--- src/rtl/core_pkg.sv ---
// Shared types and instruction field positions for the 9-bit accumulator ISA.
package core_pkg;

    // Top-level control states of the multi-cycle core.
    typedef enum logic [2:0] {
        IDLE  = 3'd0,
        FETCH = 3'd1,
        EXEC  = 3'd2,
        MEM   = 3'd3,
        HALT  = 3'd4
    } state_t;

    // ALU opcodes (inst[7:4] when inst[8]=1); values 7..15 are NOPs.
    typedef enum logic [3:0] {
        ALU_ADD = 4'd0,
        ALU_SUB = 4'd1,
        ALU_AND = 4'd2,
        ALU_OR  = 4'd3,
        ALU_XOR = 4'd4,
        ALU_SHL = 4'd5,
        ALU_SHR = 4'd6
    } alu_op_t;

    // Non-ALU sub-opcodes (inst[7:5] when inst[8]=0).
    typedef enum logic [2:0] {
        SUB_MVA  = 3'd0,
        SUB_MVR  = 3'd1,
        SUB_LD   = 3'd2,
        SUB_ST   = 3'd3,
        SUB_LDI  = 3'd4,
        SUB_BZ   = 3'd5,
        SUB_BC   = 3'd6,
        SUB_HALT = 3'd7
    } sub_op_t;

    // Instruction field positions.
    localparam int INST_W       = 9;
    localparam int INST_ALU_BIT = 8;
    localparam int OP_LSB       = 4;
    localparam int OP_W         = 4;
    localparam int SUB_LSB      = 5;
    localparam int SUB_W        = 3;
    localparam int IMM_W        = 5;

    // Condition flags.
    typedef struct packed {
        logic z;
        logic c;
        logic n;
        logic v;
    } flags_t;

endpackage

--- src/rtl/core_alu.sv ---
// Combinational ALU: res = a OP b with flag results; upd=0 marks a NOP opcode.
// Shifts move a by one position; b is ignored for them.
module core_alu
    import core_pkg::*;
#(
    parameter int DATA_W = 8
) (
    input  logic [3:0]        op_i,
    input  logic [DATA_W-1:0] a_i,
    input  logic [DATA_W-1:0] b_i,
    output logic [DATA_W-1:0] res_o,
    output flags_t            flags_o,
    output logic              upd_o
);

    localparam int MSB = DATA_W - 1;

    logic [DATA_W:0]   ext;
    logic [DATA_W-1:0] res;
    logic              c_flag;
    logic              v_flag;

    // Opcode decode and result/carry/overflow generation.
    always_comb begin
        ext    = '0;
        res    = a_i;
        c_flag = 1'b0;
        v_flag = 1'b0;
        upd_o  = 1'b1;
        case (op_i)
            ALU_ADD: begin
                ext    = {1'b0, a_i} + {1'b0, b_i};
                res    = ext[DATA_W-1:0];
                c_flag = ext[DATA_W];
                v_flag = (a_i[MSB] == b_i[MSB]) && (res[MSB] != a_i[MSB]);
            end
            ALU_SUB: begin
                ext    = {1'b0, a_i} - {1'b0, b_i};
                res    = ext[DATA_W-1:0];
                c_flag = ext[DATA_W];      // borrow
                v_flag = (a_i[MSB] != b_i[MSB]) && (res[MSB] != a_i[MSB]);
            end
            ALU_AND: res = a_i & b_i;
            ALU_OR:  res = a_i | b_i;
            ALU_XOR: res = a_i ^ b_i;
            ALU_SHL: begin
                res    = {a_i[DATA_W-2:0], 1'b0};
                c_flag = a_i[MSB];
            end
            ALU_SHR: begin
                res    = {1'b0, a_i[DATA_W-1:1]};
                c_flag = a_i[0];
            end
            default: upd_o = 1'b0;
        endcase
        res_o     = res;
        flags_o.z = (res == '0);
        flags_o.c = c_flag;
        flags_o.n = res[MSB];
        flags_o.v = v_flag;
    end

endmodule

--- src/rtl/mc_core.sv ---
// Multi-cycle accumulator core: FETCH/EXEC/MEM sequencer with req/valid
// handshakes to external instruction and data memories.
// Optional feature macro CORE_PERF_CNT_EN adds cycle_cnt/instret_cnt outputs.
module mc_core
    import core_pkg::*;
#(
    parameter int PC_WIDTH  = 11,
    parameter int REG_WIDTH = 4,
    parameter int DATA_W    = 8
) (
    input  logic                clk,
    input  logic                reset,
    input  logic                start,
    output logic                done,
    output logic                imem_req,
    output logic [PC_WIDTH-1:0] imem_addr,
    input  logic                imem_valid,
    input  logic [INST_W-1:0]   imem_data,
    output logic                dmem_req,
    output logic                dmem_we,
    output logic [DATA_W-1:0]   dmem_addr,
    output logic [DATA_W-1:0]   dmem_wdata,
    input  logic                dmem_valid,
    input  logic [DATA_W-1:0]   dmem_rdata
`ifdef CORE_PERF_CNT_EN
    ,
    output logic [31:0]         cycle_cnt,
    output logic [31:0]         instret_cnt
`endif
);

    localparam int NUM_REGS = 1 << REG_WIDTH;

    state_t                state_q, state_d;
    logic [PC_WIDTH-1:0]   pc_q, pc_d;
    logic [DATA_W-1:0]     acc_q, acc_d;
    flags_t                flags_q, flags_d;
    logic [INST_W-1:0]     inst_q, inst_d;

    logic [DATA_W-1:0]     gpr_q [NUM_REGS];
    logic                  gpr_we;
    logic [REG_WIDTH-1:0]  idx;
    logic [DATA_W-1:0]     gpr_rd;

    logic                  is_alu;
    sub_op_t               sub;
    logic [PC_WIDTH-1:0]   pc_inc;
    logic [PC_WIDTH-1:0]   pc_br;

    logic [DATA_W-1:0]     alu_res;
    flags_t                alu_flags;
    logic                  alu_upd;

    assign idx        = inst_q[REG_WIDTH-1:0];
    assign gpr_rd     = gpr_q[idx];
    assign is_alu     = inst_q[INST_ALU_BIT];
    assign sub        = sub_op_t'(inst_q[SUB_LSB +: SUB_W]);
    assign pc_inc     = pc_q + PC_WIDTH'(1);
    assign pc_br      = pc_q + {{(PC_WIDTH-IMM_W){inst_q[IMM_W-1]}}, inst_q[IMM_W-1:0]};

    assign imem_addr  = pc_q;
    assign dmem_addr  = gpr_rd;
    assign dmem_wdata = acc_q;

    core_alu #(
        .DATA_W (DATA_W)
    ) u_alu (
        .op_i    (inst_q[OP_LSB +: OP_W]),
        .a_i     (acc_q),
        .b_i     (gpr_rd),
        .res_o   (alu_res),
        .flags_o (alu_flags),
        .upd_o   (alu_upd)
    );

    // Next-state, architectural updates and handshake outputs.
    always_comb begin
        state_d  = state_q;
        pc_d     = pc_q;
        acc_d    = acc_q;
        flags_d  = flags_q;
        inst_d   = inst_q;
        gpr_we   = 1'b0;
        imem_req = 1'b0;
        dmem_req = 1'b0;
        dmem_we  = 1'b0;
        done     = 1'b0;
        case (state_q)
            IDLE: begin
                if (start) begin
                    state_d = FETCH;
                    pc_d    = '0;
                end
            end
            FETCH: begin
                imem_req = 1'b1;
                if (imem_valid) begin
                    inst_d  = imem_data;
                    state_d = EXEC;
                end
            end
            EXEC: begin
                state_d = FETCH;
                pc_d    = pc_inc;
                if (is_alu) begin
                    if (alu_upd) begin
                        acc_d   = alu_res;
                        flags_d = alu_flags;
                    end
                end else begin
                    case (sub)
                        SUB_MVA:  acc_d  = gpr_rd;
                        SUB_MVR:  gpr_we = 1'b1;
                        SUB_LD,
                        SUB_ST: begin
                            // pc advances only once the data access completes
                            state_d = MEM;
                            pc_d    = pc_q;
                        end
                        SUB_LDI:  acc_d = DATA_W'(inst_q[IMM_W-1:0]);
                        SUB_BZ:   pc_d  = flags_q.z ? pc_br : pc_inc;
                        SUB_BC:   pc_d  = flags_q.c ? pc_br : pc_inc;
                        SUB_HALT: begin
                            state_d = HALT;
                            pc_d    = pc_q;
                        end
                        default: ;
                    endcase
                end
            end
            MEM: begin
                dmem_req = 1'b1;
                dmem_we  = (sub == SUB_ST);
                if (dmem_valid) begin
                    if (sub == SUB_LD) begin
                        acc_d = dmem_rdata;
                    end
                    pc_d    = pc_inc;
                    state_d = FETCH;
                end
            end
            HALT: begin
                done = 1'b1;
                if (start) begin
                    state_d = FETCH;
                    pc_d    = '0;
                end
            end
            default: state_d = IDLE;
        endcase
    end

    // Control and accumulator registers.
    always_ff @(posedge clk) begin
        if (reset) begin
            state_q <= IDLE;
            pc_q    <= '0;
            acc_q   <= '0;
            flags_q <= '0;
            inst_q  <= '0;
        end else begin
            state_q <= state_d;
            pc_q    <= pc_d;
            acc_q   <= acc_d;
            flags_q <= flags_d;
            inst_q  <= inst_d;
        end
    end

    // General-purpose registers; written from acc by MVR.
    for (genvar gi = 0; gi < NUM_REGS; gi++) begin : g_gpr
        logic [DATA_W-1:0] r_q;

        // One register: cleared on reset, loaded when MVR selects it.
        always_ff @(posedge clk) begin
            if (reset) begin
                r_q <= '0;
            end else if (gpr_we && (idx == REG_WIDTH'(gi))) begin
                r_q <= acc_q;
            end
        end

        assign gpr_q[gi] = r_q;
    end

`ifdef CORE_PERF_CNT_EN
    logic [31:0] cycle_cnt_q;
    logic [31:0] instret_cnt_q;
    logic        start_accept;

    assign start_accept = start && ((state_q == IDLE) || (state_q == HALT));

    // Busy-cycle and retired-instruction counters, restarted with each run.
    always_ff @(posedge clk) begin
        if (reset || start_accept) begin
            cycle_cnt_q   <= '0;
            instret_cnt_q <= '0;
        end else begin
            if (state_q inside {FETCH, EXEC, MEM}) begin
                cycle_cnt_q <= cycle_cnt_q + 32'd1;
            end
            if (state_q == EXEC) begin
                instret_cnt_q <= instret_cnt_q + 32'd1;
            end
        end
    end

    assign cycle_cnt   = cycle_cnt_q;
    assign instret_cnt = instret_cnt_q;
`else
    // Counters not built; core behaviour is otherwise the same.
`endif

endmodule

--- config.mk ---
export PLATFORM = sky130hd
export DESIGN_NAME = mc_core
export DESIGN_NICKNAME = d
export VERILOG_FILES = /design/src/rtl/core_pkg.sv /design/src/rtl/core_alu.sv /design/src/rtl/mc_core.sv
export SDC_FILE = /design/constraint.sdc
export NUM_CORES = 1
export LEC_CHECK = 0
export ABC_AREA = 1
export CAP_MARGIN = 20
export CELL_PAD_IN_SITES_DETAIL_PLACEMENT = 1
export CELL_PAD_IN_SITES_GLOBAL_PLACEMENT = 1
export CORE_AREA = 2 2 136 164
export CTS_BUF_LIST = sky130_fd_sc_hd__clkbuf_8
export CTS_CLUSTER_SIZE = 28
export DETAILED_ROUTE_END_ITERATION = 12
export DIE_AREA = 0 0 138 166
export HOLD_SLACK_MARGIN = 0.02
export PLACE_DENSITY = 0.85
export SLEW_MARGIN = 20
export SYNTH_ARGS = -nofsm -noshare
export SYNTH_HDL_FRONTEND = slang
export SYNTH_SLANG_ARGS = --single-unit
--- constraint.sdc ---
create_clock -name clk -period 4.1 [get_ports clk]
set_input_delay 0.82 -clock clk [delete_from_list [all_inputs] [get_ports clk]]
set_output_delay 0.82 -clock clk [all_outputs]
set_load 0.01 [all_outputs]
==> impl_metrics.env, run 1 <==
export IMPL_setup_tns_ns=0
export IMPL_cts_tree="built"
export IMPL_syn_inst=1422
export IMPL_synth_cell_types=42
export IMPL_fin_skew_ns=0.02045
export IMPL_startpoint_type="register"
export IMPL_clock_latency_ns=0.47
export IMPL_synth_top_area_share_pct=34.07
export IMPL_report_final_hold_viol_count=0
export IMPL_syn_nets=1483
export IMPL_power_density_mw_per_mm2=346.3
export IMPL_drive_gt1_share_pct=6.538
export IMPL_final_common_cell="nand2_1"
export IMPL_grt_usage_pct=27.73
export IMPL_outcome="completed"
export IMPL_final_cell_mix="245 x nand2_1, 188 x inv_1, 181 x a21oi_1"
export IMPL_drt_iter0_drc=628
export IMPL_holdCritPathClass="reg -> reg"
export IMPL_routed_wl_mm=32.33
export IMPL_port_buffers=52
export IMPL_fmax_ghz=0.2594
export IMPL_cts_buffers=17
export IMPL_yosys_area_share_simple_pct=21.23
export IMPL_worst_ep_arrival_time_ns=3.04
export IMPL_synth_compound_area_share_pct=26.70
export IMPL_ys_async_sr_fraction_pct=0
export IMPL_synth_main_ff_cell="dfxtp_1"
export IMPL_clock_sinks=161
export IMPL_synth_top_area_cell="dfxtp_1"
export IMPL_seq_area_mm2=0.003223
export IMPL_crit_chain="nor2_4 > inv_2 > o22ai_1 > o21ai_0 > nand2_1 > nor2_1 > inv_1 > clkdlybuf4s50_1"
export IMPL_period_share_pct=94.03
export IMPL_yosysSeqAreaShare_pct=34.07
export IMPL_clockBufferDepth=2
export IMPL_num_antenna_cells=0
export IMPL_ys_ff_latch=161
export IMPL_routabilityCongestion=0.9012
export IMPL_p_leak_nw=4.278
export IMPL_grt_antenna_before_repair=0
export IMPL_synth_fa_ha_area_share_pct=5.396
export IMPL_required_ns=3.28
export IMPL_grt_pass1_vias=9901
export IMPL_muxShareOfSynthArea_pct=0
export IMPL_drc=0
export IMPL_grt_pass1_wl_mm=51.59
export IMPL_wl_per_cell_um=18.72
export IMPL_tightest_slew_ns=0.9738
export IMPL_path_clk_slew_ns=0.09
export IMPL_slew_headroom_pct=34.84
export IMPL_num_vias=9896
export IMPL_syn_to_final_growth_pct=12.05
export IMPL_maxSlewViolCount=0
export IMPL_endpoint_kind="primary output"
export IMPL_fin_util_pct=49.51
export IMPL_dieArea_mm2=0.02291
export IMPL_dieWidth_um=138
export IMPL_yosys_warnings=0
export IMPL_synth_top_family_by_area="compound AO/OA/AOI/OAI gates"
export IMPL_ant_nets=0
export IMPL_initial_core_util_pct=44.19
export IMPL_syn_avg_cell_area_um2=6.653
export IMPL_syn_area_mm2=0.009460
export IMPL_vdd_drop_max_uv=192.0
export IMPL_coreArea_mm2=0.02141
export IMPL_finalSetupViolations=0
export IMPL_nFillCells=2879
export IMPL_die_h_um=166
export IMPL_viasPerCell=5.730
export IMPL_dp_hpwl_mm=23.01
export IMPL_cts_root_buf="clkbuf_8"
export IMPL_yosys_top_cells_area="dfxtp_1 34%, nand2_1 9.7%, a21oi_1 9.6%"
export IMPL_critPathBufInv=3
export IMPL_cp_slowest_stage_delay_ns=0.58
export IMPL_io_pins=53
export IMPL_h_tree_depth=4
export IMPL_synth_edf_count=0
export IMPL_gr_total_overflow=0
export IMPL_cts_hold_buf=0
export IMPL_finalNetCount=1501
export IMPL_slowest_stage="dfxtp_1"
export IMPL_maxCapViolations=0
export IMPL_worst_path_max_fanout=18
export IMPL_rows=59
export IMPL_critical_path_class="reg -> out"
export IMPL_grt_max_degree=58
export IMPL_synth_xor_area_share_pct=0.8332
export IMPL_post_route_min_period_ns=3.855
export IMPL_cp_top_family="buffers and inverters"
export IMPL_first_pass_iters=5
export IMPL_multiInputGateArea_mm2=0.005134
export IMPL_rsz0062_at_grt="no"
## final timing paths
path	from	end	slack [ns]	cells past startpoint
setup / recovery	inst_q[0]	dmem_addr[5]	0.24	8
hold / removal	g_gpr[1].r_q[3]	g_gpr[1].r_q[3]	0.45	2
setup reg to reg	inst_q[0]	flags_q[2]	0.31	20
hold reg to reg	g_gpr[1].r_q[3]	g_gpr[1].r_q[3]	0.45	2
## worst reg2reg max path: stages (launching register included)
cell,delay (ns)
dfxtp_1,0.58
inv_2,0.10
nor2_4,0.38
inv_4,0.20
o22ai_1,0.21
o21ai_1,0.13
nand2_1,0.12
nor2_1,0.09
inv_1,0.16
ha_1,0.17
inv_1,0.05
fa_1,0.44
nand4_1,0.19
nand3_1,0.11
nand2_1,0.09
inv_1,0.04
o21ai_0,0.21
nand3b_1,0.10
nand3b_1,0.14
nand2_1,0.07
a21oi_1,0.13
## kinds of logic (layout without fill, tap and decap cells)
family,count (synthesis),in the layout
and+or+nand+nor,461,461
AOI/OAI and AO/OA,474,474
buffers and inverters,278,309
DFF,161,161
adders and majority gates,39,39
xor gates and xnor gates,9,9
## cell usage after synthesis, drive strengths merged (15+ instances only)
library cell / n
inv: 204
o21ai: 223
ha: 36
nand4: 15
a21oi: 181
buf: 32
nand3: 90
o22ai: 35
dfxtp: 161
nor2: 87
clkbuf: 41
nand2: 247
## stage by stage
stage                     std cells  cell area, um^2  total power, mW  hold slack [ns]  worst slack [ns]
final                          1727            10600            3.671           0.4547            0.2447
after global placement         1695            10140            2.353           0.4306            0.4427
after global routing           1727            10600            3.835           0.4723          0.004436
after CTS                      1727            10590            3.677           0.4539           0.03322
after detailed placement       1695            10140            2.373           0.4411            0.3350
after floorplan                1422             9460            2.133           0.4234             1.195
## report_power, final
group | switching [mW] | internal (mW)
Sequential | 0.0633 | 1.60
Combinational | 0.465 | 0.231
Clock | 0.646 | 0.670
## registers in the layout, summed over array words and instances (netlist names)
register    cells
state_q         3
inst_q          9
flags_q         2
dmem_wdata      8
imem_addr      11
g_gpr.r_q     128
## repair_timing
| item | in CTS | in global routing |
|---|---|---|
| hold endpoints to repair | 0 | 0 |
| resized for setup | 0 | 6 |
| buffers inserted | 0 | 0 |
| setup endpoints to repair | 0 | 5 |
## metal layers
layer | share of wire, % | GRT usage [%] | wire length, um | vias up
met2 | 50 | 49.44 | 16170 | 276
met1 | 42 | 33.87 | 13650 | 4782
met4 | 3.3 | 10.43 | 1066 | 0
li1 | - | - | - | 4766
met5 | 0 | 0 | 0 | -
met3 | 4.5 | 3.864 | 1449 | 72
## cell type report
cell class	instances	share of cell area, %
flip-flops and latches	161	30.41
multi-input cells	983	48.43
well taps	274	3.234
inverters	205	7.318
clock inverters	15	1.959
repair buffers	72	6.445
clock buffers	17	2.207
(Power assumes the default switching activity.)
==> run 2: changes to the inputs <==
PLACE_DENSITY = 0.83   (was 0.85)
==> run 2 against run 1 <==
Sequential cell count stayed put. Power is 2.2% lower. Clock-buffer cell count did not move. Cell area decreased by 0.47%. Routed wire length increased by 1.8%. Combinational power shrank 2%. Largest cell class unchanged. Cell count barely moved.
==> impl_metrics.env, run 2 (synthesized netlist as in run 1, its figures left out) <==
export IMPL_p_total_mw=3.589
export IMPL_routabilityCongestion=0.9118
export IMPL_dieArea_mm2=0.02291
export IMPL_report_final_hold_viol_count=0
export IMPL_grt_antenna_before_repair=0
export IMPL_nFillCells=2862
export IMPL_dieWidth_um=138
export IMPL_wl_per_cell_um=19.07
export IMPL_drive_gt1_share_pct=6.474
export IMPL_gr_total_overflow=0
export IMPL_grt_usage_pct=28.70
export IMPL_ctsResizeCount=0
export IMPL_dp_hpwl_mm=23.53
export IMPL_maxSlewViolCount=0
export IMPL_critPathBufInv=3
export IMPL_num_antenna_cells=0
export IMPL_final_common_cell="nand2_1"
export IMPL_cts_root_buf="clkbuf_8"
export IMPL_ant_nets=0
export IMPL_num_vias=9840
export IMPL_first_pass_iters=5
export IMPL_rsz0062_at_grt="no"
export IMPL_finalNetCount=1500
export IMPL_coreArea_mm2=0.02141
export IMPL_post_place_cells=1694
export IMPL_endpoint_kind="primary output"
export IMPL_crit_chain="nor2_4 > inv_2 > o22ai_1 > o21ai_1 > nand2_1 > nor2_1 > inv_1 > clkdlybuf4s50_1"
export IMPL_seq_area_mm2=0.003226
export IMPL_largest_reg_flops=128
export IMPL_holdCritPathClass="reg -> reg"
export IMPL_final_cell_mix="245 x nand2_1, 188 x inv_1, 181 x a21oi_1"
export IMPL_fmax_ghz=0.2626
export IMPL_routed_wl_mm=32.91
export IMPL_setup_tns_ns=0
export IMPL_grt_pass1_vias=10110
export IMPL_outcome="completed"
export IMPL_slowest_stage="clkdlybuf4s50_1"
export IMPL_startpoint_type="register"
export IMPL_drt_iter0_drc=581
export IMPL_fin_skew_ns=0.01603
export IMPL_largest_register="g_gpr.r_q"
export IMPL_stdcell_count=1726
export IMPL_h_tree_depth=4
export IMPL_worst_ep_arrival_time_ns=2.99
export IMPL_grt_max_degree=92
export IMPL_tightest_slew_ns=0.9216
export IMPL_multiInputGateArea_mm2=0.005129
export IMPL_path_clk_slew_ns=0.09
export IMPL_cp_top_family="buffers and inverters"
export IMPL_viasPerCell=5.701
export IMPL_rows=59
export IMPL_grt_pass1_wl_mm=53.30
export IMPL_initial_core_util_pct=44.19
export IMPL_cts_tree="built"
export IMPL_worst_slack_ns=0.2914
export IMPL_maxCapViolations=0
export IMPL_cp_slowest_stage_delay_ns=0.52
export IMPL_cts_hold_buf=0
export IMPL_syn_to_final_growth_pct=11.52
export IMPL_clock_latency_ns=0.48
export IMPL_io_pins=53
export IMPL_post_route_min_period_ns=3.809
export IMPL_drc=0
export IMPL_die_h_um=166
export IMPL_cts_setup_buffers=0
export IMPL_clockBufferDepth=2
export IMPL_slew_headroom_pct=38.33
export IMPL_port_buffers=52
export IMPL_power_density_mw_per_mm2=340.2
export IMPL_required_ns=3.28
export IMPL_worst_path_max_fanout=18
export IMPL_pre_cts_slack_ns=0.3682
export IMPL_vdd_drop_max_uv=198.2
export IMPL_clock_sinks=161
export IMPL_finalSetupViolations=0
export IMPL_p_leak_nw=4.252
export IMPL_cts_buffers=17
export IMPL_period_share_pct=92.89
export IMPL_critical_path_class="reg -> out"
run 2: changes by cell type in the layout (fill, tap and decap cells not counted), moves of 2 or more:
cell       previous run  this run
clkinv_4              6         2
bufinv_16             4         2
nor2_2                5         3
nor2_1               74        76
inv_6                 2         7
dfxtp_2               0         2
dfxtp_1             161       159
run 2: final timing paths:
path / start / end / slack [ns] / depth (start not counted)
setup reg to reg: inst_q[1] / flags_q[3] / 0.41 / 20
hold / removal: g_gpr[1].r_q[4] / g_gpr[1].r_q[4] / 0.45 / 2
setup / recovery: inst_q[1] / dmem_addr[1] / 0.29 / 8
hold reg to reg: g_gpr[1].r_q[4] / g_gpr[1].r_q[4] / 0.45 / 2
run 2: layer usage:
layer	vias to the layer above	global-route usage [%]	wire length (um)
met5	-	0	0
met2	293	50.37	16330
met1	4702	35.30	14190
met3	86	3.835	1185
li1	4759	-	-
met4	0	12.11	1207
run 2: area by class of cell:
type	count	share of cell area [%]
flip-flops and latches	161	30.57
inverters	205	7.329
well taps	274	3.250
repair buffers	71	6.404
clock buffers	17	2.218
multi-input cells	983	48.61
clock inverters	15	1.613
run 2: tightest hold or removal path: cells and delay by family, from the launching register on:
family | cells | cell delay [ns]
buffers and inverters | 1 | 0.05
flip-flops | 1 | 0.32
AO/OA/AOI/OAI | 1 | 0.05
run 2: stage by stage:
step           util [%]  hold WS [ns]  cell area (um^2)
3_3_place_gp      47.35        0.4334             10140
6_report          49.28        0.4502             10550
3_5_place_dp      47.35        0.4398             10140
4_1_cts           49.24        0.4539             10540
2_1_floorplan         -        0.4234              9460
5_1_grt           49.28        0.4690             10550
run 2: power breakdown:
part | internal, mW | switching [mW] | total, mW
clock | 0.559 | 0.678 | 1.24
combinational | 0.230 | 0.455 | 0.685
sequential | 1.60 | 0.0708 | 1.67
total | 2.39 | 1.20 | 3.59
